<file path="config.mk">
export PLATFORM = sky130hd
export DESIGN_NAME = udp_panel_dispatcher_flat
export DESIGN_NICKNAME = d
export VERILOG_FILES = /design/src/rtl/udp_panel_dispatcher_if.sv /design/src/rtl/udp_panel_dispatcher.sv /design/src/flat_wrapper.sv
export SDC_FILE = /design/constraint.sdc
export NUM_CORES = 1
export LEC_CHECK = 0
export ABC_AREA = 0
export CAP_MARGIN = 0
export CORE_MARGIN = 2
export CORE_UTILIZATION = 50
export CTS_CLUSTER_DIAMETER = 150
export DETAILED_ROUTE_END_ITERATION = 10
export PLACE_DENSITY_LB_ADDON = 0.15
export SETUP_SLACK_MARGIN = 0.4
export SLEW_MARGIN = 40
export SYNTH_ARGS = -nofsm -noshare
export SYNTH_HDL_FRONTEND = slang
export SYNTH_SLANG_ARGS = --single-unit
export TNS_END_PERCENT = 10
</file>
<file path="constraint.sdc">
create_clock -name clock -period 2.4 [get_ports clock]
set_input_delay 0.48 -clock clock [delete_from_list [all_inputs] [get_ports clock]]
set_output_delay 0.48 -clock clock [all_outputs]
set_load 0.005 [all_outputs]
</file>
<file path="src/rtl/udp_panel_dispatcher_if.sv">
// Bundles the two streaming sides of the UDP-to-panel dispatcher.
//   udp0_source_* : byte stream from the Ethernet core (valid/ready, last, error, data)
//   ctrl_*        : pixel write bus towards the ledpanel buffers (wr/ready, en, addr, wdat)
// Modports:
//   master : the dispatcher itself (master of the ctrl bus, sink of the UDP stream)
//   slave  : the surrounding environment (UDP source and panel ctrl ports)
interface udp_panel_dispatcher_if #(
    parameter int unsigned NUM_PANELS = 9,
    parameter int unsigned ADDR_W     = 16
);
    logic                  udp0_source_valid;
    logic                  udp0_source_last;
    logic                  udp0_source_ready;
    logic [7:0]            udp0_source_data;
    logic                  udp0_source_error;

    logic [NUM_PANELS-1:0] ctrl_en;
    logic                  ctrl_wr;
    logic                  ctrl_ready;
    logic [ADDR_W-1:0]     ctrl_addr;
    logic [23:0]           ctrl_wdat;

    modport master (
        input  udp0_source_valid,
        input  udp0_source_last,
        output udp0_source_ready,
        input  udp0_source_data,
        input  udp0_source_error,
        output ctrl_en,
        output ctrl_wr,
        input  ctrl_ready,
        output ctrl_addr,
        output ctrl_wdat
    );

    modport slave (
        output udp0_source_valid,
        output udp0_source_last,
        input  udp0_source_ready,
        output udp0_source_data,
        output udp0_source_error,
        input  ctrl_en,
        input  ctrl_wr,
        output ctrl_ready,
        input  ctrl_addr,
        input  ctrl_wdat
    );
endinterface

</file>
<file path="src/rtl/udp_panel_dispatcher.sv">
// UDP payload parser that turns pixel packets into 24-bit RGB writes to NUM_PANELS panel buffers.
// Packet layout: CMD, PANEL, ADDR_HI, ADDR_LO, payload.
//   CMD 0x01: payload is R,G,B triplets written to consecutive addresses (wrapping).
//   CMD 0x02: bit0 of the first payload byte sets led_reg.
//   PANEL < NUM_PANELS selects one panel, PANEL == BCAST_ID selects all of them.
// Ports:
//   clock, reset : system clock, synchronous active-high reset
//   bus          : udp0_source_* stream in, ctrl_* write bus out (udp_panel_dispatcher_if.master)
//   led_reg      : status LED register
//   pkt_ok       : packets completed cleanly (saturating, UDP_DISPATCH_STATS_EN only)
//   pkt_drop     : packets discarded, truncated or errored (saturating, UDP_DISPATCH_STATS_EN only)
// Optional feature: define UDP_DISPATCH_STATS_EN to add the pkt_ok/pkt_drop counters.
module udp_panel_dispatcher #(
    parameter int unsigned NUM_PANELS = 9,
    parameter int unsigned ADDR_W     = 16,
    parameter logic [7:0]  BCAST_ID   = 8'hFF
) (
    input  logic                          clock,
    input  logic                          reset,
    udp_panel_dispatcher_if.master        bus,
`ifdef UDP_DISPATCH_STATS_EN
    output logic [15:0]                   pkt_ok,
    output logic [15:0]                   pkt_drop,
`endif
    output logic                          led_reg
);

    localparam logic [7:0] CmdPixel = 8'h01;
    localparam logic [7:0] CmdLed   = 8'h02;

    typedef enum logic [2:0] {
        S_CMD,
        S_PANEL,
        S_AHI,
        S_ALO,
        S_PIX,
        S_LED,
        S_DISCARD
    } state_e;

    state_e                state_q;
    logic [7:0]            cmd_q;
    logic [NUM_PANELS-1:0] mask_q;
    logic [7:0]            addr_hi_q;
    logic [ADDR_W-1:0]     addr_q;
    logic [1:0]            byte_cnt_q;
    logic [7:0]            red_q;
    logic [7:0]            green_q;

    logic                  ctrl_wr_q;
    logic [NUM_PANELS-1:0] ctrl_en_q;
    logic [ADDR_W-1:0]     ctrl_addr_q;
    logic [23:0]           ctrl_wdat_q;
    logic                  led_q;

    logic                  stall_b;
    logic                  accept;
    logic                  bad_end;
    logic [NUM_PANELS-1:0] panel_onehot;
    logic                  panel_valid;
    logic                  panel_bcast;

    // Only a completing B byte has to wait for the pending write; R and G of the next
    // triplet are collected underneath it.
    assign stall_b = ctrl_wr_q && !bus.ctrl_ready && (state_q == S_PIX) && (byte_cnt_q == 2'd2);
    assign accept  = bus.udp0_source_valid && !stall_b;

    // An errored last byte suppresses the side effect it would otherwise cause.
    assign bad_end = bus.udp0_source_last && bus.udp0_source_error;

    always_comb begin
        panel_onehot = '0;
        for (int unsigned i = 0; i < NUM_PANELS; i++) begin
            panel_onehot[i] = (bus.udp0_source_data == 8'(i));
        end
    end

    assign panel_valid = ({24'd0, bus.udp0_source_data} < NUM_PANELS);
    assign panel_bcast = (bus.udp0_source_data == BCAST_ID);

    always_ff @(posedge clock) begin
        if (reset) begin
            state_q     <= S_CMD;
            cmd_q       <= '0;
            mask_q      <= '0;
            addr_hi_q   <= '0;
            addr_q      <= '0;
            byte_cnt_q  <= '0;
            red_q       <= '0;
            green_q     <= '0;
            ctrl_wr_q   <= 1'b0;
            ctrl_en_q   <= '0;
            ctrl_addr_q <= '0;
            ctrl_wdat_q <= '0;
            led_q       <= 1'b0;
        end else begin
            // Retire the pending write; a triplet completing this same cycle re-arms it below.
            if (ctrl_wr_q && bus.ctrl_ready) begin
                ctrl_wr_q <= 1'b0;
            end

            if (accept) begin
                case (state_q)
                    S_CMD: begin
                        cmd_q   <= bus.udp0_source_data;
                        state_q <= S_PANEL;
                    end
                    S_PANEL: begin
                        if (panel_valid) begin
                            mask_q  <= panel_onehot;
                            state_q <= S_AHI;
                        end else if (panel_bcast) begin
                            mask_q  <= '1;
                            state_q <= S_AHI;
                        end else begin
                            state_q <= S_DISCARD;
                        end
                    end
                    S_AHI: begin
                        addr_hi_q <= bus.udp0_source_data;
                        state_q   <= S_ALO;
                    end
                    S_ALO: begin
                        addr_q     <= ADDR_W'({addr_hi_q, bus.udp0_source_data});
                        byte_cnt_q <= 2'd0;
                        if (cmd_q == CmdPixel) begin
                            state_q <= S_PIX;
                        end else if (cmd_q == CmdLed) begin
                            state_q <= S_LED;
                        end else begin
                            state_q <= S_DISCARD;
                        end
                    end
                    S_PIX: begin
                        case (byte_cnt_q)
                            2'd0: begin
                                red_q      <= bus.udp0_source_data;
                                byte_cnt_q <= 2'd1;
                            end
                            2'd1: begin
                                green_q    <= bus.udp0_source_data;
                                byte_cnt_q <= 2'd2;
                            end
                            default: begin
                                byte_cnt_q <= 2'd0;
                                if (!bad_end) begin
                                    ctrl_wr_q   <= 1'b1;
                                    ctrl_en_q   <= mask_q;
                                    ctrl_addr_q <= addr_q;
                                    ctrl_wdat_q <= {red_q, green_q, bus.udp0_source_data};
                                    addr_q      <= addr_q + ADDR_W'(1);
                                end
                            end
                        endcase
                    end
                    S_LED: begin
                        if (!bad_end) begin
                            led_q <= bus.udp0_source_data[0];
                        end
                        state_q <= S_DISCARD;
                    end
                    default: begin
                        // S_DISCARD: swallow bytes until last.
                    end
                endcase

                if (bus.udp0_source_last) begin
                    state_q <= S_CMD;
                end
            end
        end
    end

`ifdef UDP_DISPATCH_STATS_EN
    logic        bad_hdr_q;  // set when the header sent the packet to S_DISCARD
    logic        pkt_end_ok;
    logic [15:0] pkt_ok_q;
    logic [15:0] pkt_drop_q;

    always_comb begin
        case (state_q)
            S_ALO:     pkt_end_ok = (cmd_q == CmdPixel) || (cmd_q == CmdLed);
            S_PIX:     pkt_end_ok = (byte_cnt_q == 2'd2);
            S_LED:     pkt_end_ok = 1'b1;
            S_DISCARD: pkt_end_ok = !bad_hdr_q;
            default:   pkt_end_ok = 1'b0;
        endcase
        if (bus.udp0_source_error) begin
            pkt_end_ok = 1'b0;
        end
    end

    always_ff @(posedge clock) begin
        if (reset) begin
            bad_hdr_q  <= 1'b0;
            pkt_ok_q   <= '0;
            pkt_drop_q <= '0;
        end else if (accept) begin
            if (state_q == S_CMD) begin
                bad_hdr_q <= 1'b0;
            end else if (state_q == S_PANEL && !panel_valid && !panel_bcast) begin
                bad_hdr_q <= 1'b1;
            end else if (state_q == S_ALO && cmd_q != CmdPixel && cmd_q != CmdLed) begin
                bad_hdr_q <= 1'b1;
            end

            if (bus.udp0_source_last) begin
                if (pkt_end_ok) begin
                    if (pkt_ok_q != 16'hFFFF) begin
                        pkt_ok_q <= pkt_ok_q + 16'd1;
                    end
                end else if (pkt_drop_q != 16'hFFFF) begin
                    pkt_drop_q <= pkt_drop_q + 16'd1;
                end
            end
        end
    end

    assign pkt_ok   = pkt_ok_q;
    assign pkt_drop = pkt_drop_q;
`endif

    assign bus.udp0_source_ready = !stall_b;
    assign bus.ctrl_wr           = ctrl_wr_q;
    assign bus.ctrl_en           = ctrl_en_q;
    assign bus.ctrl_addr         = ctrl_addr_q;
    assign bus.ctrl_wdat         = ctrl_wdat_q;
    assign led_reg               = led_q;

endmodule

</file>
<file path="src/flat_wrapper.sv">
// flat-port wrapper written by rule: the top's interface ports become plain ports
module udp_panel_dispatcher_flat 
#(
    parameter int unsigned NUM_PANELS = 9,
    parameter int unsigned ADDR_W     = 16,
    parameter logic [7:0]  BCAST_ID   = 8'hFF
)
  (clock, reset, led_reg, bus_udp0_source_valid, bus_udp0_source_last, bus_udp0_source_ready, bus_udp0_source_data, bus_udp0_source_error, bus_ctrl_en, bus_ctrl_wr, bus_ctrl_ready, bus_ctrl_addr, bus_ctrl_wdat);
  udp_panel_dispatcher_if #(.NUM_PANELS(NUM_PANELS), .ADDR_W(ADDR_W)) bus_i ();
  input  logic clock;
  input  logic reset;
  output logic led_reg;
  input wire logic [$bits(bus_i.udp0_source_valid)-1:0] bus_udp0_source_valid;
  input wire logic [$bits(bus_i.udp0_source_last)-1:0] bus_udp0_source_last;
  output wire logic [$bits(bus_i.udp0_source_ready)-1:0] bus_udp0_source_ready;
  input wire logic [$bits(bus_i.udp0_source_data)-1:0] bus_udp0_source_data;
  input wire logic [$bits(bus_i.udp0_source_error)-1:0] bus_udp0_source_error;
  output wire logic [$bits(bus_i.ctrl_en)-1:0] bus_ctrl_en;
  output wire logic [$bits(bus_i.ctrl_wr)-1:0] bus_ctrl_wr;
  input wire logic [$bits(bus_i.ctrl_ready)-1:0] bus_ctrl_ready;
  output wire logic [$bits(bus_i.ctrl_addr)-1:0] bus_ctrl_addr;
  output wire logic [$bits(bus_i.ctrl_wdat)-1:0] bus_ctrl_wdat;
  assign bus_i.udp0_source_valid = bus_udp0_source_valid;
  assign bus_i.udp0_source_last = bus_udp0_source_last;
  assign bus_udp0_source_ready = bus_i.udp0_source_ready;
  assign bus_i.udp0_source_data = bus_udp0_source_data;
  assign bus_i.udp0_source_error = bus_udp0_source_error;
  assign bus_ctrl_en = bus_i.ctrl_en;
  assign bus_ctrl_wr = bus_i.ctrl_wr;
  assign bus_i.ctrl_ready = bus_ctrl_ready;
  assign bus_ctrl_addr = bus_i.ctrl_addr;
  assign bus_ctrl_wdat = bus_i.ctrl_wdat;
  udp_panel_dispatcher #(.NUM_PANELS(NUM_PANELS), .ADDR_W(ADDR_W), .BCAST_ID(BCAST_ID)) u_core (.clock(clock), .reset(reset), .bus(bus_i), .led_reg(led_reg));
endmodule
</file>
== Yosys cells after proc, flatten, opt, wreduce, memory -nomap -nowiden ==
Index checks and enable logic that the tools add are counted.
Storage, ports and cells
  bits in latches: 0
  memories kept: 0
  output and inout bits: 52
  memory bits (writable): 0
  logic and storage cells: 80
  bits in read-only memories: 0
  register bits after elaboration: 113
Operators by class
  equality and inequality tests: 20
  multiplexer cells: 18
  reductions and logical operators: 25
  $add $sub $neg: 1
  $lt $le $gt $ge: 1
  divide/modulo/power cells: 0
  multiply operators: 0
  shifts and indexed selects: 0
  bitwise gates (word level): 2
Operators by type and width (number)
  equality test 8 x 3 -> 1 bit, second input constant: 4
  2-to-1 mux 16 bit: 2
  one-hot mux 16 bit (2 select lines): 1
  equality test 8 x 2 -> 1 bit, second input constant: 3
  2-to-1 mux 9 bit: 2
  adder 16 x 1 -> 16 bit, second input constant: 1
  equality test 8 x 1 -> 1 bit, second input constant: 2
  one-hot mux 3 bit (5 select lines): 1
  2-to-1 mux 3 bit: 4
  AND reduction 3 bit: 4
  equality test 8 x 4 -> 1 bit, second input constant: 1
  equality test 8 bit, second input constant: 1
  logical NOT 8 bit: 1
  < comparator 8 x 4 -> 1 bit, second input constant: 1
  one-hot mux 2 bit (2 select lines): 2
  AND reduction 2 bit: 4
  AND reduction 4 bit: 2
  equality test 3 x 2 -> 1 bit, second input constant: 2
  equality test 3 bit, second input constant: 2
  logical AND 1 bit: 6
  nonzero test 6 bit: 1
  2-to-1 mux 1 bit: 5
  inequality test 2 bit, second input constant: 2
  nonzero test 2 bit: 2
  9 further kinds: 11

== Longest topological paths before layout ==
  depth after elaboration: 7
  depth in mapped cells: 8

== Worst setup path after synthesis ==
No wires, ideal clock.
  path type: in2reg
  start point: in bus_udp0_source_data[5]
  end point: reg u_core.mask_q[8]
  stages: 7
  buffers on the path: 2
  arrival time: 1731 ps
  required time: 2333 ps
  library setup time: 67 ps
  path slack: 602 ps
  cells stage by stage: buf_4 -> nor4_4 -> o2bb2ai_1 -> nand4_1 -> buf_6 -> a21o_1 -> a21oi_2
Between the ends
  longest elaborated chain between the ends: 3
  elaborated cells between the ends (all ways): 6
  classes of those cells: 1 x order compare; 2 x eq/ne; 1 x mux; 2 x reduce/logical
Ends and longest elaborated chain
  start: declaration: RTL line flat_wrapper.sv:16  | input wire logic [$bits(bus_i.udp0_source_data)-1:0] bus_udp0_source_data;
  < comparator 8 x 4 -> 1 bit / equality test 8 bit (equally long branches): RTL line udp_panel_dispatcher.sv:78, udp_panel_dispatcher.sv:79
  nonzero test 2 bit (no line)
  AND reduction 3 bit (no line)
  end signal: assignment: RTL line udp_panel_dispatcher.sv:110  | mask_q <= panel_onehot;
  end: declaration: RTL line udp_panel_dispatcher.sv:43  | logic [NUM_PANELS-1:0] mask_q;
Several ways; a longest one is shown, not always the timed one.
A chain may end at the register's enable or synchronous reset.

== Final worst setup path ==
  start point: reg u_core.ctrl_wr_q (netlist: u_core.bus.ctrl_wr)
  end point: out bus_ctrl_wr
RTL lines
  start: declaration: RTL line udp_panel_dispatcher.sv:50  | logic ctrl_wr_q;
  start signal: assignment: RTL line udp_panel_dispatcher.sv:91  | ctrl_wr_q <= 1'b0;
  start signal: assignment: RTL line udp_panel_dispatcher.sv:99  | ctrl_wr_q <= 1'b0;
  start signal: assignment: RTL line udp_panel_dispatcher.sv:147  | ctrl_wr_q <= 1'b1;
  end: declaration: RTL line flat_wrapper.sv:19  | output wire logic [$bits(bus_i.ctrl_wr)-1:0] bus_ctrl_wr;
No word-level cell between the ends.

==> flow_summary.ini <==
[finish]
area_growth_syn_to_layout_pct = 29.5
layout.cells.non_filler = 820
layout-drive-gt1-share = 0.132
largest_reg_flops = 24
diodes = 0
fin_util = 0.656
fin_nets = 689
post-route-cell-area_um2 = 6330
fill_cells = 876

[global_route]
gr-usage-all-layers = 0.251
grt_pass1_vias = 4315
grt_overflow = 0
antenna_found_initial = 0
grt_pass1_wl_mm = 20.7
grt_max_degree = 49

[floorplanning]
die_area_um2 = 10600
fp.dieW_um = 103
initial_core_util = 0.507
ioPinCount = 66
fp.dieH_um = 103
core_um2 = 9640
std_cell_rows = 36

[flow_run]
drv_cap = 0

[sta]
min_period_ns = 1.97
skew_ns = 0.00884
rsz0062_at_grt = true
fmax_mhz = 509
slew_viol_final = 0
fin_crit_sh = 0.819
setup_viol = 0
layout_setup_ws_ns = 0.435
fin_hold_ws_ns = 0.282
finalHoldViolations = 0
slew_headroom = 0.670
tightest_slew_ns = 0.495
fin_setup_tns_ns = 0

[synth]
synth_compound_area_frac = 0.179
synth.area.mux_share = 0.0471
yosys.area_share.simple = 0.239
synth_area_leaders = dfxtp_1, nand2_1, a21oi_1
netlist.area_leader.share = 0.463
yosys_warnings = 0
synthFlopType = dfxtp_1
synthCells = 603
synth_top_area_cell = dfxtp_1
syn_area_per_cell_um2 = 8.10
synth-edff-count = 0
synthesis.nets = 618
synth_seq_cells = 113
synth_top_family_by_area = simple AND/OR/NAND/NOR gates
synth_cell_type_count = 63
ys_seq_area_frac = 0.463
synthAdderAreaFrac = 0.00256
async_flop_share = 0
synth_xor_area_frac = 0.00179
synthesis.area_um2 = 4880

[setup_path]
criticalPathCategory = flop to output pin
cp_data_required_time_ns = 1.92
cp-start-kind = flop
endpoint_kind = output pin
path_cells = buf_4 > clkdlybuf4s50_1
worst_path_max_delay_cell = clkdlybuf4s50_1
arrival_ns = 1.49
crit_fanout = 3
cp_slowest_stage_delay_ns = 0.52

[placement]
place_congestion = 0.840
dp_slack_ns = -0.00713
port-buffer-count = 65
place_area_um2 = 5680
place_hpwl_mm = 8.17
dp.cells = 785

[clocking]
clk_pin_slew_ns = 0.06
hold_buffers = 0
cts_tree = built
cts_buffers = 17
cts-root-buf = clkbuf_8
worstSkewPairLatency_ns = 0.52
htreeDepth = 4
clk_path_buf_depth = 2
cts.sinks = 113

[power_and_ir_drop]
power_density_nw_per_um2 = 745
p_leak_nw = 2.30
ir_worst_vdd_mv = 0.473
p_total_mw = 4.71

[routing]
dr_total_vias = 4513
viasPerCell = 5.50
drc = 0
first_iter_violations = 217
routed_wl_mm = 12.6
routedWlPerCell_um = 15.4
antenna_left = 0
drt_pre_antenna_iters = 4

[run_status]
status = completed

[min_path]
hp-class = primary input to flop
[cell usage after synthesis, types with 2 or more instances]
cell and count:
a32o_1 6, o21ai_0 23, inv_1 7, dfxtp_1 113
and3_1 3, nand3b_1 2, a22o_1 3, o311ai_0 2
a311oi_1 3, clkbuf_8 5, buf_2 12, buf_4 3
nand2_1 160, a211oi_1 2, nor2_1 45, nor3b_1 3
o31ai_1 3, a2bb2oi_1 2, a31oi_1 3, mux2i_1 23
nor3_1 5, nor4_1 3, nand2b_1 2, nand3_1 11
a21oi_1 86, clkbuf_1 23, and2_1 2, nand4_1 8
or3b_1 2, buf_6 5
[report_power, final]
part           total, mW  switching (mW)  internal [mW]
sequential          1.91          0.0143           1.89
combinational      0.209           0.131         0.0784
clock               2.60           0.982           1.62
total               4.71            1.13           3.58
[layout by cell type (no fill, tap or decap), types with 8 or more instances in the layout]
master           count
clkbuf_16           16
nor2_1              45
nand2_1            160
mux2i_1             23
clkdlybuf4s50_1     62
nand3_1             10
buf_4               36
a21oi_1             86
o21ai_0             23
nand4_1              8
dfxtp_1            107
[critical path: cells and delay by family, from the launching register on]
family                 cells  cell delay [ns]
buffers and inverters      2             0.64
flip-flops                 1             0.33
[cell type report]
type | instances | area, µm² | area share
Clock buffer | 17 | 414 | 0.0655
Sequential cell | 113 | 2270 | 0.359
Timing Repair Buffer | 102 | 945 | 0.149
Multi-Input combinational cell | 433 | 2310 | 0.365
Tap cell | 133 | 166 | 0.0263
Inverter | 7 | 26.3 | 0.00415
Clock inverter | 15 | 196 | 0.0310
[repair_timing]
item                                   CTS  global route
buffers inserted                         3             0
endpoints found under the hold margin    0             0
setup endpoints to repair                1             2
pin swaps                                1             1
resized for setup                       13             0
[metal layers]
layer / track usage / wire, µm / share of wire / vias to the layer above
met2: 0.421 / 6230 / 0.49 / 120
met4: 0.0800 / 223 / 0.018 / 0
li1: - / - / - / 2216
met1: 0.324 / 5580 / 0.44 / 2156
met3: 0.0556 / 558 / 0.044 / 21
met5: 0 / 0 / 0 / -
[final timing paths]
kind	from	to	slack, ns	cells after the start
hold / removal	reset	u_core.state_q[0]	0.28	2
hold reg to reg	u_core.bus.ctrl_addr[15]	u_core.bus.ctrl_addr[15]	0.45	2
setup / recovery	u_core.bus.ctrl_wr	bus_ctrl_wr	0.43	2
setup reg to reg	u_core.byte_cnt_q[0]	u_core.addr_q[14]	0.52	6
[cell families (layout without fill, tap and decap cells)]
group	count (synthesis)	count (layout)
simple gates	261	261
mux	23	23
fa+ha+maj	1	1
xor+xnor	1	1
compound gates	147	147
flops	113	113
buf+inv	57	141
Note: power is estimated with default switching activity, not from simulation.
